**src/rtl/mem_pkg.sv**
```systemverilog
// Shared types and constants for the BIST memory access protocol.
// The BIST tester's FSM typedefs are intended to join this package.
package mem_pkg;

    typedef enum logic [1:0] {
        IDLE,
        ACCESS,
        WAIT,
        ACK
    } state_t;

    localparam int DEF_DATA_WIDTH = 4;
    localparam int DEF_AD_WIDTH   = 4;
    localparam int MAX_READ_LAT   = 8;
    // Wide enough to hold READ_LAT-1 for the largest legal latency.
    localparam int CNT_W          = $clog2(MAX_READ_LAT);

endpackage

```
**src/rtl/mem_array.sv**
```systemverilog
// Storage array with synchronous write and registered, resettable read port.
// Optional stuck-at-0 on bit 0 of FAULT_ADDR when MEM_FAULT_INJ_EN is defined.
module mem_array
    import mem_pkg::*;
#(
    parameter int data_width = DEF_DATA_WIDTH,
    parameter int ad_width   = DEF_AD_WIDTH,
    parameter int FAULT_ADDR = 0
) (
    input  logic                  clk,
    input  logic                  rst,
    input  logic                  i_we,
    input  logic                  i_re,
    input  logic [ad_width-1:0]   i_addr,
    input  logic [data_width-1:0] i_wdata,
    output logic [data_width-1:0] o_rdata
);

    localparam int DEPTH = 2 ** ad_width;

    if (FAULT_ADDR < 0 || FAULT_ADDR >= DEPTH) begin : g_fault_addr_check
        $error("mem_array: FAULT_ADDR out of address range");
    end

    logic [data_width-1:0] r_mem [DEPTH];
    logic [data_width-1:0] r_rdata;
    logic [data_width-1:0] w_wdata;
    logic [data_width-1:0] w_rdata;

`ifdef MEM_FAULT_INJ_EN
    localparam logic [ad_width-1:0]   FAULT_IDX = ad_width'(FAULT_ADDR);
    localparam logic [data_width-1:0] BIT0_CLR  = ~data_width'(1);

    // Masked on both sides so even an unwritten faulty word reads bit0=0.
    assign w_wdata = (i_addr == FAULT_IDX) ? (i_wdata & BIT0_CLR) : i_wdata;
    assign w_rdata = (i_addr == FAULT_IDX) ? (r_mem[i_addr] & BIT0_CLR) : r_mem[i_addr];
`else
    assign w_wdata = i_wdata;
    assign w_rdata = r_mem[i_addr];
`endif

    // NOTE: storage has no reset; only the read register is cleared, so
    // the array maps onto plain RAM and contents are undefined until written.
    always_ff @(posedge clk) begin
        if (i_we) begin
            r_mem[i_addr] <= w_wdata;
        end
    end

    always_ff @(posedge clk or negedge rst) begin
        if (!rst) begin
            r_rdata <= '0;
        end else if (i_re) begin
            r_rdata <= w_rdata;
        end
    end

    assign o_rdata = r_rdata;

endmodule

```
**src/rtl/mem_responder.sv**
```systemverilog
// Target side of the BIST req/ack access protocol: one access at a time,
// parameterised read latency. Optional fault injection via MEM_FAULT_INJ_EN.
module mem_responder
    import mem_pkg::*;
#(
    parameter int data_width = DEF_DATA_WIDTH,
    parameter int ad_width   = DEF_AD_WIDTH,
    parameter int READ_LAT   = 1,
    parameter int FAULT_ADDR = 0
) (
    input  logic                  clk,
    input  logic                  rst,
    input  logic                  req,
    input  logic                  wr,
    input  logic [ad_width-1:0]   addr,
    input  logic [data_width-1:0] wdata,
    output logic                  ack,
    output logic [data_width-1:0] rdata,
    output logic                  busy,
    output logic                  err
);

    if (READ_LAT < 1 || READ_LAT > MAX_READ_LAT) begin : g_read_lat_check
        $error("mem_responder: READ_LAT must be in 1..8");
    end

    state_t                r_state;
    state_t                w_next_state;
    logic [CNT_W-1:0]      r_cnt;
    logic [CNT_W-1:0]      w_next_cnt;
    logic                  r_wr;
    logic [ad_width-1:0]   r_addr;
    logic [data_width-1:0] r_wdata;
    logic                  r_ack;
    logic                  r_busy;
    logic                  r_err;
    logic                  w_err;
    logic                  w_mem_we;
    logic                  w_mem_re;

    // NOTE: every combinational output gets a default before the case so
    // no path leaves a value held, which would infer a latch.
    always_comb begin
        w_next_state = r_state;
        w_next_cnt   = r_cnt;
        w_err        = 1'b0;
        w_mem_we     = 1'b0;
        w_mem_re     = 1'b0;

        case (r_state)
            IDLE: begin
                if (req) begin
                    w_next_state = ACCESS;
                end
            end
            ACCESS: begin
                // A write commits on this edge even if the request is withdrawn.
                w_mem_we = r_wr;
                if (!req) begin
                    w_next_state = IDLE;
                    w_err        = 1'b1;
                end else if (r_wr) begin
                    w_next_state = ACK;
                end else if (READ_LAT == 1) begin
                    w_mem_re     = 1'b1;
                    w_next_state = ACK;
                end else begin
                    w_next_cnt   = CNT_W'(READ_LAT - 1);
                    w_next_state = WAIT;
                end
            end
            WAIT: begin
                w_next_cnt = r_cnt - CNT_W'(1);
                if (!req) begin
                    w_next_state = IDLE;
                    w_err        = 1'b1;
                end else if (r_cnt == CNT_W'(1)) begin
                    w_mem_re     = 1'b1;
                    w_next_state = ACK;
                end
            end
            ACK: begin
                if (!req) begin
                    w_next_state = IDLE;
                end
            end
            default: begin
                w_next_state = IDLE;
            end
        endcase
    end

    // NOTE: sequential state uses non-blocking assignments so every flop
    // samples pre-edge values regardless of statement order.
    always_ff @(posedge clk or negedge rst) begin
        if (!rst) begin
            r_state <= IDLE;
            r_cnt   <= '0;
            r_ack   <= 1'b0;
            r_busy  <= 1'b0;
            r_err   <= 1'b0;
        end else begin
            r_state <= w_next_state;
            r_cnt   <= w_next_cnt;
            r_ack   <= (w_next_state == ACK);
            r_busy  <= (w_next_state != IDLE);
            r_err   <= w_err;
        end
    end

    // Request fields are captured once and held for the whole access.
    always_ff @(posedge clk or negedge rst) begin
        if (!rst) begin
            r_wr    <= 1'b0;
            r_addr  <= '0;
            r_wdata <= '0;
        end else if (r_state == IDLE && req) begin
            r_wr    <= wr;
            r_addr  <= addr;
            r_wdata <= wdata;
        end
    end

    mem_array #(
        .data_width (data_width),
        .ad_width   (ad_width),
        .FAULT_ADDR (FAULT_ADDR)
    ) u_array (
        .clk     (clk),
        .rst     (rst),
        .i_we    (w_mem_we),
        .i_re    (w_mem_re),
        .i_addr  (r_addr),
        .i_wdata (r_wdata),
        .o_rdata (rdata)
    );

    assign ack  = r_ack;
    assign busy = r_busy;
    assign err  = r_err;

endmodule

```
**config.mk**
```make
export PLATFORM = sky130hd
export DESIGN_NAME = mem_responder
export DESIGN_NICKNAME = d
export VERILOG_FILES = /design/src/rtl/mem_pkg.sv /design/src/rtl/mem_array.sv /design/src/rtl/mem_responder.sv
export SDC_FILE = /design/constraint.sdc
export NUM_CORES = 1
export LEC_CHECK = 0
export ABC_AREA = 1
export CAP_MARGIN = 10
export CORE_ASPECT_RATIO = 1.5
export CORE_UTILIZATION = 33
export DETAILED_ROUTE_END_ITERATION = 8
export PLACE_DENSITY = 0.6
export SLEW_MARGIN = 20
export SYNTH_ARGS = -nofsm -noshare
export SYNTH_HDL_FRONTEND = slang
export SYNTH_SLANG_ARGS = --single-unit
```
**constraint.sdc**
```tcl
create_clock -name clk -period 2.4 [get_ports clk]
set_clock_uncertainty 0.1 [all_clocks]
set_input_delay 0.6 -clock clk [delete_from_list [all_inputs] [get_ports clk]]
set_output_delay 0.6 -clock clk [all_outputs]
set_load 0.02 [all_outputs]
```
Word-level counts from Yosys, hierarchy flattened --
Memory sizes are Yosys's and may differ from the RTL's. A register that Yosys moved wholly into a read port is not among the register bits. Cells that the tools add are included.
Word-level totals: register bits 17, bits in latches 0, memory bits (writable) 64, bits in read-only memories 0, bits of input ports 12, memories 1
Operators by class: add/subtract/negate cells 1, multipliers 0, div/mod/pow operators 0, order comparisons 0, equal/unequal tests 5, shift operators 0, multiplexer cells 16, bitwise operators 0, reduce and logical (&&, ||, !) cells 5
Memory list:
- u_array.r_mem | depth 16, width 4, rd ports 1, clocked after memory_dff 1, write ports 1, RTL line mem_array.sv:25 | logic [data_width-1:0] r_mem [DEPTH];
Operators with widths (number):
- $mux W2 | 5
- $mux W1 | 9
- $pmux W2 S4 | 1
- $eq A2 B2 Y1 const B | 3
- $eq A3 B1 Y1 const B | 1
- $sub A3 B1 Y3 const B | 1
- $eq A2 B1 Y1 const B | 1
- $logic_not A2 Y1 | 1
- $pmux W1 S2 | 1
- $reduce_bool A2 Y1 | 1
- $reduce_or A2 Y1 | 1
- $logic_and A1 B1 Y1 | 1
- $logic_not A1 Y1 | 1

Depth between registers and ports, before layout --
depth after elaboration 5, mapped depth 11, depth with buffers taken out 9

Modules after synthesis --
From an unflattened synthesis, not the netlist that was laid out.
Second synthesis, totals: cell total of the unflattened synthesis 353, area total of the unflattened synthesis 3754.9 µm²
By module, submodules not included:
- mem_array | times used 1, cells each 276, area an instance 2889.0 µm²
- mem_responder | times used 1, cells each 77, area an instance 865.8 µm²

Worst setup path after synthesis --
Ideal clock, no wire load.
path type register -> register, start point register r_state[1], end point memory u_array.r_mem[11][0] (netlist name) (enable), data arrival time 1.241 ns, path slack 0.682 ns, stages on the path, launching flop included 5, path buffers 0, cell sequence dfrtp_1 -> inv_1 -> ha_1 -> nand2_1 -> nor4_1
On the way: longest elaborated chain between the ends 4
Ends and longest elaborated chain:
- from (decl) | RTL line mem_responder.sv:27 | state_t r_state;
- from (signal assigned) | RTL line mem_responder.sv:103 | r_state <= w_next_state;
- $eq A2 B1 Y1 | RTL line mem_responder.sv:50 | case (r_state)
- $mux W1 | RTL line mem_responder.sv:50
- $mux W1 | RTL line mem_array.sv:45 | if (i_we) begin
- $mux W1 (not written as such) | RTL line mem_array.sv:46 | r_mem[i_addr] <= w_wdata;
- to (decl) | RTL line mem_array.sv:25
No other way between the ends.

Worst setup path after layout --
start point register u_array.r_rdata[1] (netlist: u_array.o_rdata[1]) (read register of u_array.r_mem), end point output rdata[1]
RTL lines:
- from (decl) | RTL line mem_array.sv:26 | logic [data_width-1:0] r_rdata;
- to (decl) | RTL line mem_responder.sv:18 | output logic [data_width-1:0] rdata,
No word-level cell between the ends.

==> results.ini <==
[worst_setup_path]
worst_ep_required_time_ps=1700
cp-end-kind=primary output
startpoint_type=flop
arrival_ps=1330
worst_path_dominant_cell_family=buffers and inverters
r2r_start=r_state[1]
critPathMaxFanout=2
crit_type=flop to primary output
crit_start=u_array.o_rdata[1]
slowest_stage=clkdlybuf4s50_1
crit_buf_inv=1
max_stage_delay_ps=630
path_cells=clkdlybuf4s50_1

[route]
drc=0
antenna_left=0
vias=2383
drt_first_pass_iters=4
first_iter_violations=186
via_per_inst=4.556
routed_wl_mm=7.480
post_drt_wl_per_cell_um=14.30

[logic_synthesis]
synth.top_cells.by_count=nand2_1, edfxtp_1, nor2_1
synth_top_cells_by_area=edfxtp_1, dfrtp_1, nand2_1
synth_warnings=0
syn_inst=351
syn_nets=370
synth.cell_area_um2=3680
ys.flop_type=edfxtp_1
ys_seq_area_share_pct=66.51
yosysUniqueCellTypes=22
ys_ff_latch=85
synth_top_area_cell=edfxtp_1
synth_area_per_cell_um2=10.48
synth_edf_count=64
async_flop_share_pct=24.71
yosysTopAreaCellShare_pct=52.23
synth.most_common_cell=nand2_1

[floorplanning]
rows=46
die_y_um=131.3
initial_utilization_pct=34.37
core_um2=10710
fp.dieW_um=88.22
pin_count=19
die_area_um2=11590

[grt]
grt_pass1_vias=2519
grt.total_usage_pct=14.36
grt_pass1_wl_mm=12.24
antenna_found_initial=0
grt_overflow=0
grt_max_degree=37

[layout]
final_area_um2=4302
final_nets=393
diodes=0
syn_to_final_growth_pct=16.90
drive_gt1_share_pct=7.124
final_util_pct=40.18

[placement]
dp_worst_setup_slack_ps=291.3
dp.final_hpwl_mm=5.185
post_dp_cell_area_um2=3995
place.gp.congestion=0.7802
numPortBuffers=18

[cts]
cts_resized=0
ctsHoldBuffers=0
post_cts_buffers=0
cts.clk_slew.worst_paths_ps=60
numCtsBuffers=9
cts_root_buf=clkbuf_16
cts_buffer_depth=2
cts_sinks=85
clk_latency_ps=340
cts_tree=done
cts.htree.levels=3

[pwr]
peakVddDrop_v=0.0005467
total_power_mw=5.412
power.density_nw_per_um2=1258
p_leak_nw=1.753

[min_path]
min-delay-start=r_cnt[1]
hp-class=flop to flop

[sta]
tns_ps=0
fin_ws_ps=372.3
worst_slew_pin_slew_ps=682.3
slew_violations=0
relSlewSlack_pct=54.52
fin_crit_sh_pct=84.49
finalHoldViolCount=0
min_period_ps=2028
finalSetupViolCount=0
rsz0062_at_grt=false
max_freq_ghz=0.4932

[flow_run]
max_cap_viol_count=0

[run_status]
status=finished, final reports clean

-- layout by cell type (no fill, tap or decap) --
| cell | n |
|---|---|
| ha_1 | 7 |
| nand4_1 | 4 |
| clkinv_1 | 2 |
| clkbuf_16 | 9 |
| xor2_1 | 2 |
| nand3_1 | 26 |
| o22ai_1 | 1 |
| inv_2 | 1 |
| dfrtp_1 | 21 |
| nor2_1 | 34 |
| inv_1 | 19 |
| o21ai_0 | 3 |
| clkbuf_1 | 1 |
| a21oi_4 | 1 |
| inv_6 | 1 |
| nor4_1 | 2 |
| clkinv_2 | 2 |
| a21oi_1 | 8 |
| nand3b_1 | 1 |
| mux2_2 | 4 |
| bufinv_16 | 2 |
| buf_4 | 6 |
| nand2_1 | 139 |
| nor2_2 | 1 |
| clkdlybuf4s50_1 | 18 |
| edfxtp_1 | 64 |
-- power breakdown --
group / internal (mW) / switching [mW] / leakage [nW]
Sequential: 2.02 / 0.336 / 0.823
Combinational: 0.560 / 1.06 / 0.778
Clock: 0.900 / 0.532 / 0.151
Total: 3.48 / 1.93 / 1.75
-- final cells by class --
cell class | instances | area [um2]
well taps | 144 | 180.2
clock buffers | 10 | 229.0
clock inverters | 6 | 77.57
repair buffers | 24 | 225.2
multi-input cells | 233 | 1059
fillers | 1077 | 6404
inverters | 21 | 83.83
flip-flops and latches | 85 | 2447
-- logic make-up (layout without fill, tap and decap cells) --
logic type	Yosys count	count (layout)	share of synthesized area, %
muxes	4	4	1.224
xor gates and xnor gates	2	2	0.4761
DFF	85	85	66.51
adders and majority gates	7	7	2.380
buffers and inverters	33	61	4.726
and+or+nand+nor	207	207	22.58
AOI/OAI and AO/OA	13	13	2.108
-- state kept, by name, indices dropped and copies added, names as in the netlist --
register and flops:
u_array.r_mem 64, r_addr 4, r_wdata 4, u_array.o_rdata 4, r_cnt 3, r_state 2, ack 1, busy 1
err 1, r_wr 1
-- worst paths after layout --
path	slack, ps	endpoint	cells after the start
hold reg to reg	400	r_cnt[1]	2
hold / removal	400	r_cnt[1]	2
max in group asynchronous	1480	r_addr[3]	2
setup / recovery	370	rdata[1]	1
setup reg to reg	430	u_array.r_mem[8][2]	6
min in group asynchronous	500	u_array.o_rdata[2]	2
-- routing by layer --
metal	vias up	share of wire, %	wire length (um)	GRT usage (%)
li1	1201	-	-	-
met1	1132	40	2961	15.53
met2	39	55	4141	25.21
met3	11	2.0	152	1.696
met4	0	3.0	224	9.857
met5	-	0	0	0
-- per-stage QoR --
step | hold WS, ps | instances
after global routing | 439.0 | 523
final | 398.1 | 523
after detailed placement | 386.4 | 507
after CTS | 401.4 | 523
after floorplan | 204.4 | 351
after global placement | 372.9 | 507
Power figures use the tool's default switching activity.
